File: src/rtl/ddr2_ctrl_pkg.sv
// DDR2 controller shared definitions: command pin encodings, sequencer
// states and host address layout used by the sequencer and its neighbours.
package ddr2_ctrl_pkg;

    localparam int BANK_W = 2;
    localparam int ROW_W  = 13;
    localparam int COL_W  = 10;
    localparam int ADDR_W = BANK_W + ROW_W + COL_W;
    localparam int DATA_W = 16;

    // {cs_n, ras_n, cas_n, we_n}
    localparam logic [3:0] CMD_ACT   = 4'b0011;
    localparam logic [3:0] CMD_READ  = 4'b0101;
    localparam logic [3:0] CMD_WRITE = 4'b0100;
    localparam logic [3:0] CMD_PRE   = 4'b0010;
    localparam logic [3:0] CMD_NOP   = 4'b0111;
    localparam logic [3:0] CMD_DESEL = 4'b1111;

    typedef struct packed {
        logic [BANK_W-1:0] bank;
        logic [ROW_W-1:0]  row;
        logic [COL_W-1:0]  col;
    } req_addr_t;

    typedef enum logic [3:0] {
        ST_INIT,
        ST_IDLE,
        ST_ACT,
        ST_RCD,
        ST_RD,
        ST_RD_WAIT,
        ST_WR,
        ST_WR_PRE,
        ST_WR_DQS,
        ST_WR_POST,
        ST_WR_REC,
        ST_PRE,
        ST_RP
    } state_t;

    function automatic int max2(input int a, input int b);
        return (a > b) ? a : b;
    endfunction

endpackage

File: src/rtl/ddr2_delay_timer.sv
// Loadable down-counter shared by every timed sequencer state.
// Counts to zero and holds there; done flags the terminal count.
module ddr2_delay_timer #(
    parameter int CW      = 5,
    parameter int RST_VAL = 16
) (
    input  logic          clk,
    input  logic          reset_n,
    input  logic          load,
    input  logic [CW-1:0] load_val,
    output logic [CW-1:0] cnt,
    output logic          done
);

    // Reset starts the power-up interval; a load restarts a new interval.
    always_ff @(posedge clk) begin
        if (!reset_n) begin
            cnt <= CW'(RST_VAL);
        end else if (load) begin
            cnt <= load_val;
        end else if (cnt != '0) begin
            cnt <= cnt - 1'b1;
        end
    end

    assign done = (cnt == '0);

endmodule

File: src/rtl/ddr2_cmd_sequencer.sv
// Closed-page DDR2 command sequencer: ACT -> RD/WR -> PRE per host request,
// with write DQ/DQS drive, read-window flag and CKE power-up.
module ddr2_cmd_sequencer
    import ddr2_ctrl_pkg::*;
#(
    parameter int INIT_CYCLES = 16,
    parameter int T_RCD       = 3,
    parameter int T_RP        = 3,
    parameter int T_WR        = 3,
    parameter int CL          = 7,
    parameter int BURST_LEN   = 8
) (
    input  logic        clk,
    input  logic        reset_n,
    input  logic        req_valid,
    output logic        req_ready,
    input  logic        req_we,
    input  logic [24:0] req_addr,
    input  logic [15:0] req_wdata,
    output logic        busy,
    output logic        rd_window,
    output logic        cke,
    output logic        cs_n,
    output logic        ras_n,
    output logic        cas_n,
    output logic        we_n,
    output logic [1:0]  ba,
    output logic [12:0] addr,
    output logic [15:0] dq_out,
    output logic        dq_oe,
    output logic [1:0]  dqs_out,
    output logic        dqs_oe
);

    localparam int RD_SPAN = CL + BURST_LEN / 2 + 1;
    localparam int CNT_MAX = max2(max2(max2(INIT_CYCLES, RD_SPAN),
                                       max2(T_RCD, T_RP)), T_WR);
    localparam int CW = $clog2(CNT_MAX + 1);

    // Load values are interval length minus one (count reaches zero on
    // the last cycle of the interval).
    localparam logic [CW-1:0] LD_RCD = CW'(max2(T_RCD - 2, 0));
    localparam logic [CW-1:0] LD_RD  = CW'(RD_SPAN - 1);
    localparam logic [CW-1:0] LD_WR  = CW'(T_WR - 1);
    localparam logic [CW-1:0] LD_RP  = CW'(max2(T_RP - 2, 0));
    // Count values in RD_WAIT whose successor cycle is a read beat cycle.
    localparam logic [CW-1:0] WIN_LO = CW'(2);
    localparam logic [CW-1:0] WIN_HI = CW'(BURST_LEN / 2 + 1);

    state_t          state;
    logic [3:0]      cmd;
    logic            lat_we;
    req_addr_t       lat_addr;
    logic [15:0]     lat_wdata;
    logic            tmr_load;
    logic [CW-1:0]   tmr_val;
    logic [CW-1:0]   tmr_cnt;
    logic            tmr_done;
    logic [3:0]      cas_cmd;
    state_t          cas_state;
    logic [12:0]     col_addr;

    assign {cs_n, ras_n, cas_n, we_n} = cmd;
    assign cas_cmd   = lat_we ? CMD_WRITE : CMD_READ;
    assign cas_state = lat_we ? ST_WR : ST_RD;
    assign col_addr  = {3'b000, lat_addr.col};

    ddr2_delay_timer #(
        .CW      (CW),
        .RST_VAL (INIT_CYCLES)
    ) u_timer (
        .clk      (clk),
        .reset_n  (reset_n),
        .load     (tmr_load),
        .load_val (tmr_val),
        .cnt      (tmr_cnt),
        .done     (tmr_done)
    );

    // Arm the timer from the single-cycle state preceding each wait.
    always_comb begin
        tmr_load = 1'b0;
        tmr_val  = '0;
        unique case (1'b1)
            (state == ST_ACT):     begin tmr_load = 1'b1; tmr_val = LD_RCD; end
            (state == ST_RD):      begin tmr_load = 1'b1; tmr_val = LD_RD;  end
            (state == ST_WR_POST): begin tmr_load = 1'b1; tmr_val = LD_WR;  end
            (state == ST_PRE):     begin tmr_load = 1'b1; tmr_val = LD_RP;  end
            default: ;
        endcase
    end

    // Sequencer FSM; every output is registered alongside the next state.
    always_ff @(posedge clk) begin
        if (!reset_n) begin
            state     <= ST_INIT;
            cmd       <= CMD_DESEL;
            cke       <= 1'b0;
            ba        <= '0;
            addr      <= '0;
            dq_out    <= '0;
            dq_oe     <= 1'b0;
            dqs_out   <= 2'b00;
            dqs_oe    <= 1'b0;
            req_ready <= 1'b0;
            busy      <= 1'b0;
            rd_window <= 1'b0;
            lat_we    <= 1'b0;
            lat_addr  <= '0;
            lat_wdata <= '0;
        end else begin
            cmd       <= CMD_NOP;
            rd_window <= 1'b0;
            unique case (state)
                ST_INIT: begin
                    if (!cke) begin
                        if (tmr_done) cke <= 1'b1;
                        else          cmd <= CMD_DESEL;
                    end else begin
                        state     <= ST_IDLE;
                        req_ready <= 1'b1;
                    end
                end
                ST_IDLE: begin
                    if (req_valid) begin
                        lat_we    <= req_we;
                        lat_addr  <= req_addr_t'(req_addr);
                        lat_wdata <= req_wdata;
                        req_ready <= 1'b0;
                        busy      <= 1'b1;
                        state     <= ST_ACT;
                        cmd       <= CMD_ACT;
                        ba        <= req_addr[24:23];
                        addr      <= req_addr[22:10];
                    end
                end
                ST_ACT: begin
                    if (T_RCD > 1) begin
                        state <= ST_RCD;
                    end else begin
                        state <= cas_state;
                        cmd   <= cas_cmd;
                        ba    <= lat_addr.bank;
                        addr  <= col_addr;
                    end
                end
                ST_RCD: begin
                    if (tmr_done) begin
                        state <= cas_state;
                        cmd   <= cas_cmd;
                        ba    <= lat_addr.bank;
                        addr  <= col_addr;
                    end
                end
                ST_RD: begin
                    state <= ST_RD_WAIT;
                end
                ST_RD_WAIT: begin
                    rd_window <= (tmr_cnt >= WIN_LO) && (tmr_cnt <= WIN_HI);
                    if (tmr_done) begin
                        state <= ST_PRE;
                        cmd   <= CMD_PRE;
                        ba    <= lat_addr.bank;
                        addr  <= '0;
                    end
                end
                ST_WR: begin
                    state   <= ST_WR_PRE;
                    dq_oe   <= 1'b1;
                    dqs_oe  <= 1'b1;
                    dqs_out <= 2'b00;
                    dq_out  <= lat_wdata;
                end
                ST_WR_PRE: begin
                    state   <= ST_WR_DQS;
                    dqs_out <= 2'b11;
                end
                ST_WR_DQS: begin
                    state   <= ST_WR_POST;
                    dqs_out <= 2'b00;
                end
                ST_WR_POST: begin
                    state  <= ST_WR_REC;
                    dq_oe  <= 1'b0;
                    dqs_oe <= 1'b0;
                    dq_out <= '0;
                end
                ST_WR_REC: begin
                    if (tmr_done) begin
                        state <= ST_PRE;
                        cmd   <= CMD_PRE;
                        ba    <= lat_addr.bank;
                        addr  <= '0;
                    end
                end
                ST_PRE: begin
                    if (T_RP > 1) begin
                        state <= ST_RP;
                    end else begin
                        state     <= ST_IDLE;
                        req_ready <= 1'b1;
                        busy      <= 1'b0;
                    end
                end
                ST_RP: begin
                    if (tmr_done) begin
                        state     <= ST_IDLE;
                        req_ready <= 1'b1;
                        busy      <= 1'b0;
                    end
                end
                default: begin
                    state <= ST_INIT;
                end
            endcase
        end
    end

endmodule

File: config.mk
export PLATFORM = sky130hd
export DESIGN_NAME = ddr2_cmd_sequencer
export DESIGN_NICKNAME = d
export VERILOG_FILES = /design/src/rtl/ddr2_ctrl_pkg.sv /design/src/rtl/ddr2_delay_timer.sv /design/src/rtl/ddr2_cmd_sequencer.sv
export SDC_FILE = /design/constraint.sdc
export NUM_CORES = 1
export LEC_CHECK = 0
export BUFFER_PORTS_ARGS = -buffer_cell sky130_fd_sc_hd__buf_2
export CAP_MARGIN = 15
export CORE_MARGIN = 2
export CORE_UTILIZATION = 40
export CTS_BUF_LIST = sky130_fd_sc_hd__clkbuf_8 sky130_fd_sc_hd__clkbuf_16
export DETAILED_ROUTE_END_ITERATION = 10
export GPL_TIMING_DRIVEN = 1
export PLACE_DENSITY = 0.64
export SLEW_MARGIN = 0
export SYNTH_ARGS = -nofsm -noshare
export SYNTH_HDL_FRONTEND = slang
export SYNTH_SLANG_ARGS = --single-unit
File: constraint.sdc
create_clock -name clk -period 2.31 [get_ports clk]
set_clock_uncertainty 0.05 [all_clocks]
set_input_delay 0.3465 -clock clk [delete_from_list [all_inputs] [get_ports clk]]
set_output_delay 0.3465 -clock clk [all_outputs]
set_load 0.01 [all_outputs]
Word-level counts from Yosys, hierarchy flattened:

Index checks and enable logic that the tools add are counted.

* order comparisons: 2
* mux-type cells: 37
* equal/unequal tests: 18
* reductions and logical operators: 23
* $add $sub $neg: 1

Operators with widths (count)
* $pmux W4 S12: 1
* $mux W13: 3
* $pmux W13 S3: 1
* $pmux W16 S2: 1
* $mux W4: 7
* $eq A4 B4 Y1 const B: 5
* $eq A4 B3 Y1 const B: 4
* $pmux W4 S4: 1
* $pmux W4 S3: 1
* $mux W5: 2
* $reduce_bool A2 Y1: 5
* $mux W1: 9
* $eq A4 B2 Y1 const B: 2
* $mux W2: 4
* $ne A2 B2 Y1 const B: 4
* $pmux W2 S2: 2
* $reduce_and A4 Y1: 2
* $mux W3: 2
* $reduce_and A3 Y1: 2
* $reduce_bool A3 Y1: 2
* $reduce_or A2 Y1: 3
* $ge A5 B2 Y1 const B: 1
* $le A5 B3 Y1 const B: 1
* $logic_not A5 Y1: 1
* other kinds (12): 15

* register bits: 80
* bits of input ports: 45

Longest topological paths before layout:

* word-level depth: 4
* gate-level depth with buffers: 8

By module:

A second synthesis with hierarchy kept.

* cell total of the unflattened synthesis: 399
* area total of the unflattened synthesis: 3527.1 um2

Modules (own cells, without submodules)
* ddr2_cmd_sequencer: cells an instance 366, seq. area each 1481.4 um2, area an instance 3229.3 um2, instances 1
* ddr2_delay_timer: cells an instance 33, seq. area each 100.1 um2, area an instance 297.8 um2, instances 1

Least setup slack after synthesis:

Ideal clock, no wire load.

* path type: reg-to-reg
* start point: register u_timer.cnt[0]
* end point: register addr[0]
* data required time: 2.134 ns
* arrival: 1.893 ns
* clock period less this slack: 2.069 ns
* path slack: 0.241 ns
* buffers on the path: 2
* stages on the path, launching flop included: 9
* library setup time: 0.126 ns
* cells stage by stage: dfxtp_1 -> inv_1 -> ha_1 -> or4b_4 -> buf_6 -> a211oi_4 -> or2_4 -> buf_12 -> a21oi_2

* longest elaborated chain between the ends: 3

Ends and longest elaborated chain
* start, declared: line ddr2_delay_timer.sv:11 `output logic [CW-1:0] cnt,`
* start signal, assigned: line ddr2_delay_timer.sv:18 `cnt <= CW'(RST_VAL);`
* start signal, assigned: line ddr2_delay_timer.sv:20 `cnt <= load_val;`
* start signal, assigned: line ddr2_delay_timer.sv:22 `cnt <= cnt - 1'b1;`
* $logic_not A5 Y1 (*): line ddr2_delay_timer.sv:26 `assign done = (cnt == '0);`
* $ne A2 B2 Y1 (no source line) / $ne A2 B1 Y1 (equally long branches)
* $reduce_and A4 Y1 (no source line) (*)
* end signal, assigned: line ddr2_cmd_sequencer.sv:134 `addr <= req_addr[22:10];`
* end signal, assigned: line ddr2_cmd_sequencer.sv:144 `addr <= col_addr;`
* end signal, assigned: line ddr2_cmd_sequencer.sv:152 `addr <= col_addr;`
* end, declared: line ddr2_cmd_sequencer.sv:28 `output logic [12:0] addr,`

Every way passes the cells marked *; elsewhere a longest branch is shown, timed or not.
A chain may end at the register's enable or synchronous reset.

Worst setup path in the final report:

* start point: register u_timer.cnt[0]
* end point: register addr[11]

Same word-level chain as after synthesis.

==> reports/summary.txt <==
worst hold start: req_addr[2]
post-CTS setup buffers: 0
hold depth: 3
max_slew headroom: 67.1%
CTS Hold Buffers Added: 0
Cell Pwr Density: 807 mW/mm^2
antenna diode count: 0
Lkg Pwr: 1.79 nW
fillers: 889
Buffers on Ports: 87
slowest CP cell: or4b_4
Worst R2R End: addr[11]
critical path class: flop to flop
Final Cycle Share: 95.1%
clk buf depth: 2
setup TNS: 0 ns
fin crit period: 2.20 ns
worst reg2reg path depth: 7
CTS clk-pin slew, worst paths: 0.09 ns
Row Count: 35
CTS tree: yes
register area: 0.00158 sq mm
Post-synth ARST share: 0%
worst hold path endpoint: col_addr[2]
Setup crit start kind: flop
CTS Buf Count: 9
area grow syn2layout: 19.7%
GRT Residual Overflow: 0
vias in the first global route: 3110
Mean Syn Cell Area: 9.04 sq um
CTS root buffer: clkbuf_8
total chip power: 3.56 mW
Final Setup Violations: 0
Syn Std Cell Area: 0.00369 sq mm
Clock Sinks: 79
most frequent cells after synthesis: dfxtp_1 (79), nand2_1 (69), a21boi_0 (33)
Die X: 100 um
vias: 3176
Tot GR Track Use: 18.7%
synth unique cells: 56
most frequent cell after synthesis: dfxtp_1
Worst Setup End Kind: flop
critical path peak fanout: 12
RSZ-0062 raised after global routing: no
status: completed
die area: 0.0100 sq mm
WL final: 8940 um
Die H: 100 um
Post-Synthesis Cells: 408
top cell type's share of synthesized area: 42.9%
hpwl dp: 6260 um
RR Startpoint: u_timer.cnt[0]
Max Fclk: 0.455 GHz
max_cap viols: 0
layout cells sized above 1: 30.6%
top-level port count: 88
Synth Net Count: 457
Net count, final: 538
H-tree levels: 3
HP Class: primary input to flop
core area: 0.00911 sq mm
Slowest Stage Delay on Critical Path: 0.56 ns
slew at the pin closest to its max-slew limit: 0.493 ns
RD Place Congestion: 0.802
Clock Latency Late Sink: 0.35 ns
maximum VDD drop: 435 uV
cell family with most CP delay: simple AND/OR/NAND/NOR gates
drt wl/cell: 14.8 um
DRT Pass-1 Iters: 5
final hold violations: 0
EDFF count, synth: 0
worst-path cell chain: inv_1 > ha_1 > or4b_4 > a211oi_4 > buf_4 > o32a_2 > nor2b_1
sequential area share after synthesis: 42.9%
largest area contributor in the netlist: dfxtp_1
Worst Path Arrival: 2.39 ns
largest net degree at the start of global routing: 51
residual DRC count: 0
commonest register cell after synthesis: dfxtp_1
ranking of synthesized cells by area: dfxtp_1 (43%), nand2_1 (7.0%), a21boi_0 (6.7%)
Starting Density: 40.5%
Ys Warns: 0
Initial DRC Count: 169
max-slew violations: 0
drt via density: 5.25
first-pass GRT wire length: 15000 um
initial antenna violation count: 0
Multi-input gate area: 0.00183 sq mm
Worst Path Required: 2.51 ns
WP buf/inv: 2
cts repair resizes: 0
Final ANT Viol Nets: 0
reg-to-reg slack, setup: 0.11 ns
FF+latch count, synth: 79
[cell families (layout without fill, tap and decap cells)]
group	Yosys count	count (layout)	share of synthesized area, %
and+or+nand+nor	141	141	19.0
AOI/OAI and AO/OA	129	129	27.0
DFF	79	79	42.9
buffers and inverters	48	134	7.94
xor gates and xnor gates	5	5	1.19
adders and majority gates	4	4	1.36
muxes	2	2	0.543
[layout make-up]
cell class | instances | area share [%]
Clock inverter | 4 | 1.16
Tap cell | 111 | 3.15
Timing Repair Buffer | 106 | 13.7
Multi-Input combinational cell | 281 | 41.5
Inverter | 12 | 1.02
Clock buffer | 12 | 3.74
Sequential cell | 79 | 35.8
[per-stage QoR]
step | hold WS, ns | instances | instance area, sq um | setup slack [ns] | utilization (%)
3_5_place_dp | 0.407 | 588 | 4180 | 0.107 | 45.9
4_1_cts | 0.176 | 604 | 4400 | 0.0820 | 48.3
2_1_floorplan | 0.394 | 408 | 3690 | 0.241 | -
3_3_place_gp | 0.401 | 588 | 4180 | 0.198 | 45.9
6_report | 0.190 | 605 | 4420 | 0.112 | 48.5
5_1_grt | 0.172 | 605 | 4420 | 0.0124 | 48.5
[cell usage in the layout, fill, tap and decap left out, types with 4 or more instances in the layout]
| cell | instances |
|---|---|
| a22oi_1 | 26 |
| nand2_1 | 69 |
| a21oi_1 | 7 |
| nor2b_1 | 27 |
| ha_1 | 4 |
| buf_2 | 87 |
| a31oi_1 | 4 |
| clkbuf_8 | 12 |
| nor2_1 | 15 |
| dfxtp_1 | 79 |
| inv_1 | 12 |
| nand3_1 | 7 |
| a21oi_2 | 10 |
| o31ai_1 | 12 |
| buf_4 | 17 |
| o21ai_0 | 10 |
| a21boi_0 | 33 |
[tightest hold or removal path, cell delays in order]
cell      delay (ns)
buf_2           0.10
nand2_1         0.04
a21boi_0        0.06
[worst max-delay path by stage]
stage	start	to	slack (ns)	cells after the start
final	u_timer.cnt[0]	addr[11]	0.11	7
after global routing	u_timer.cnt[0]	addr[11]	0.01	7
after CTS	u_timer.cnt[0]	ba[1]	0.08	6
after detailed placement	u_timer.cnt[0]	ba[1]	0.11	6
after global placement	u_timer.cnt[0]	ba[0]	0.20	6
after floorplan	u_timer.cnt[0]	addr[0]	0.24	8
[layer usage]
| metal | vias to the layer above | share of wire [%] | GRT usage [%] |
|---|---|---|---|
| met5 | - | 0 | 0 |
| met4 | 0 | 1.5 | 5.48 |
| met3 | 10 | 5.6 | 5.64 |
| met2 | 71 | 47 | 29.8 |
| met1 | 1499 | 46 | 24.5 |
| li1 | 1596 | - | - |
[power breakdown]
part           total (mW)  switching [mW]  internal (mW)
sequential           1.62           0.121           1.50
combinational       0.840           0.457          0.383
clock                1.11           0.515          0.590
total                3.56            1.09           2.47
[state kept, by name, summed over array words and instances (netlist names), 2 cells and up]
name / cells
addr: 13
ba: 2
cmd: 4
col_addr: 10
dq_out: 16
lat_addr: 2
lat_wdata: 16
state: 4
u_timer.cnt: 5
Note: power is estimated with default switching activity, not from simulation.
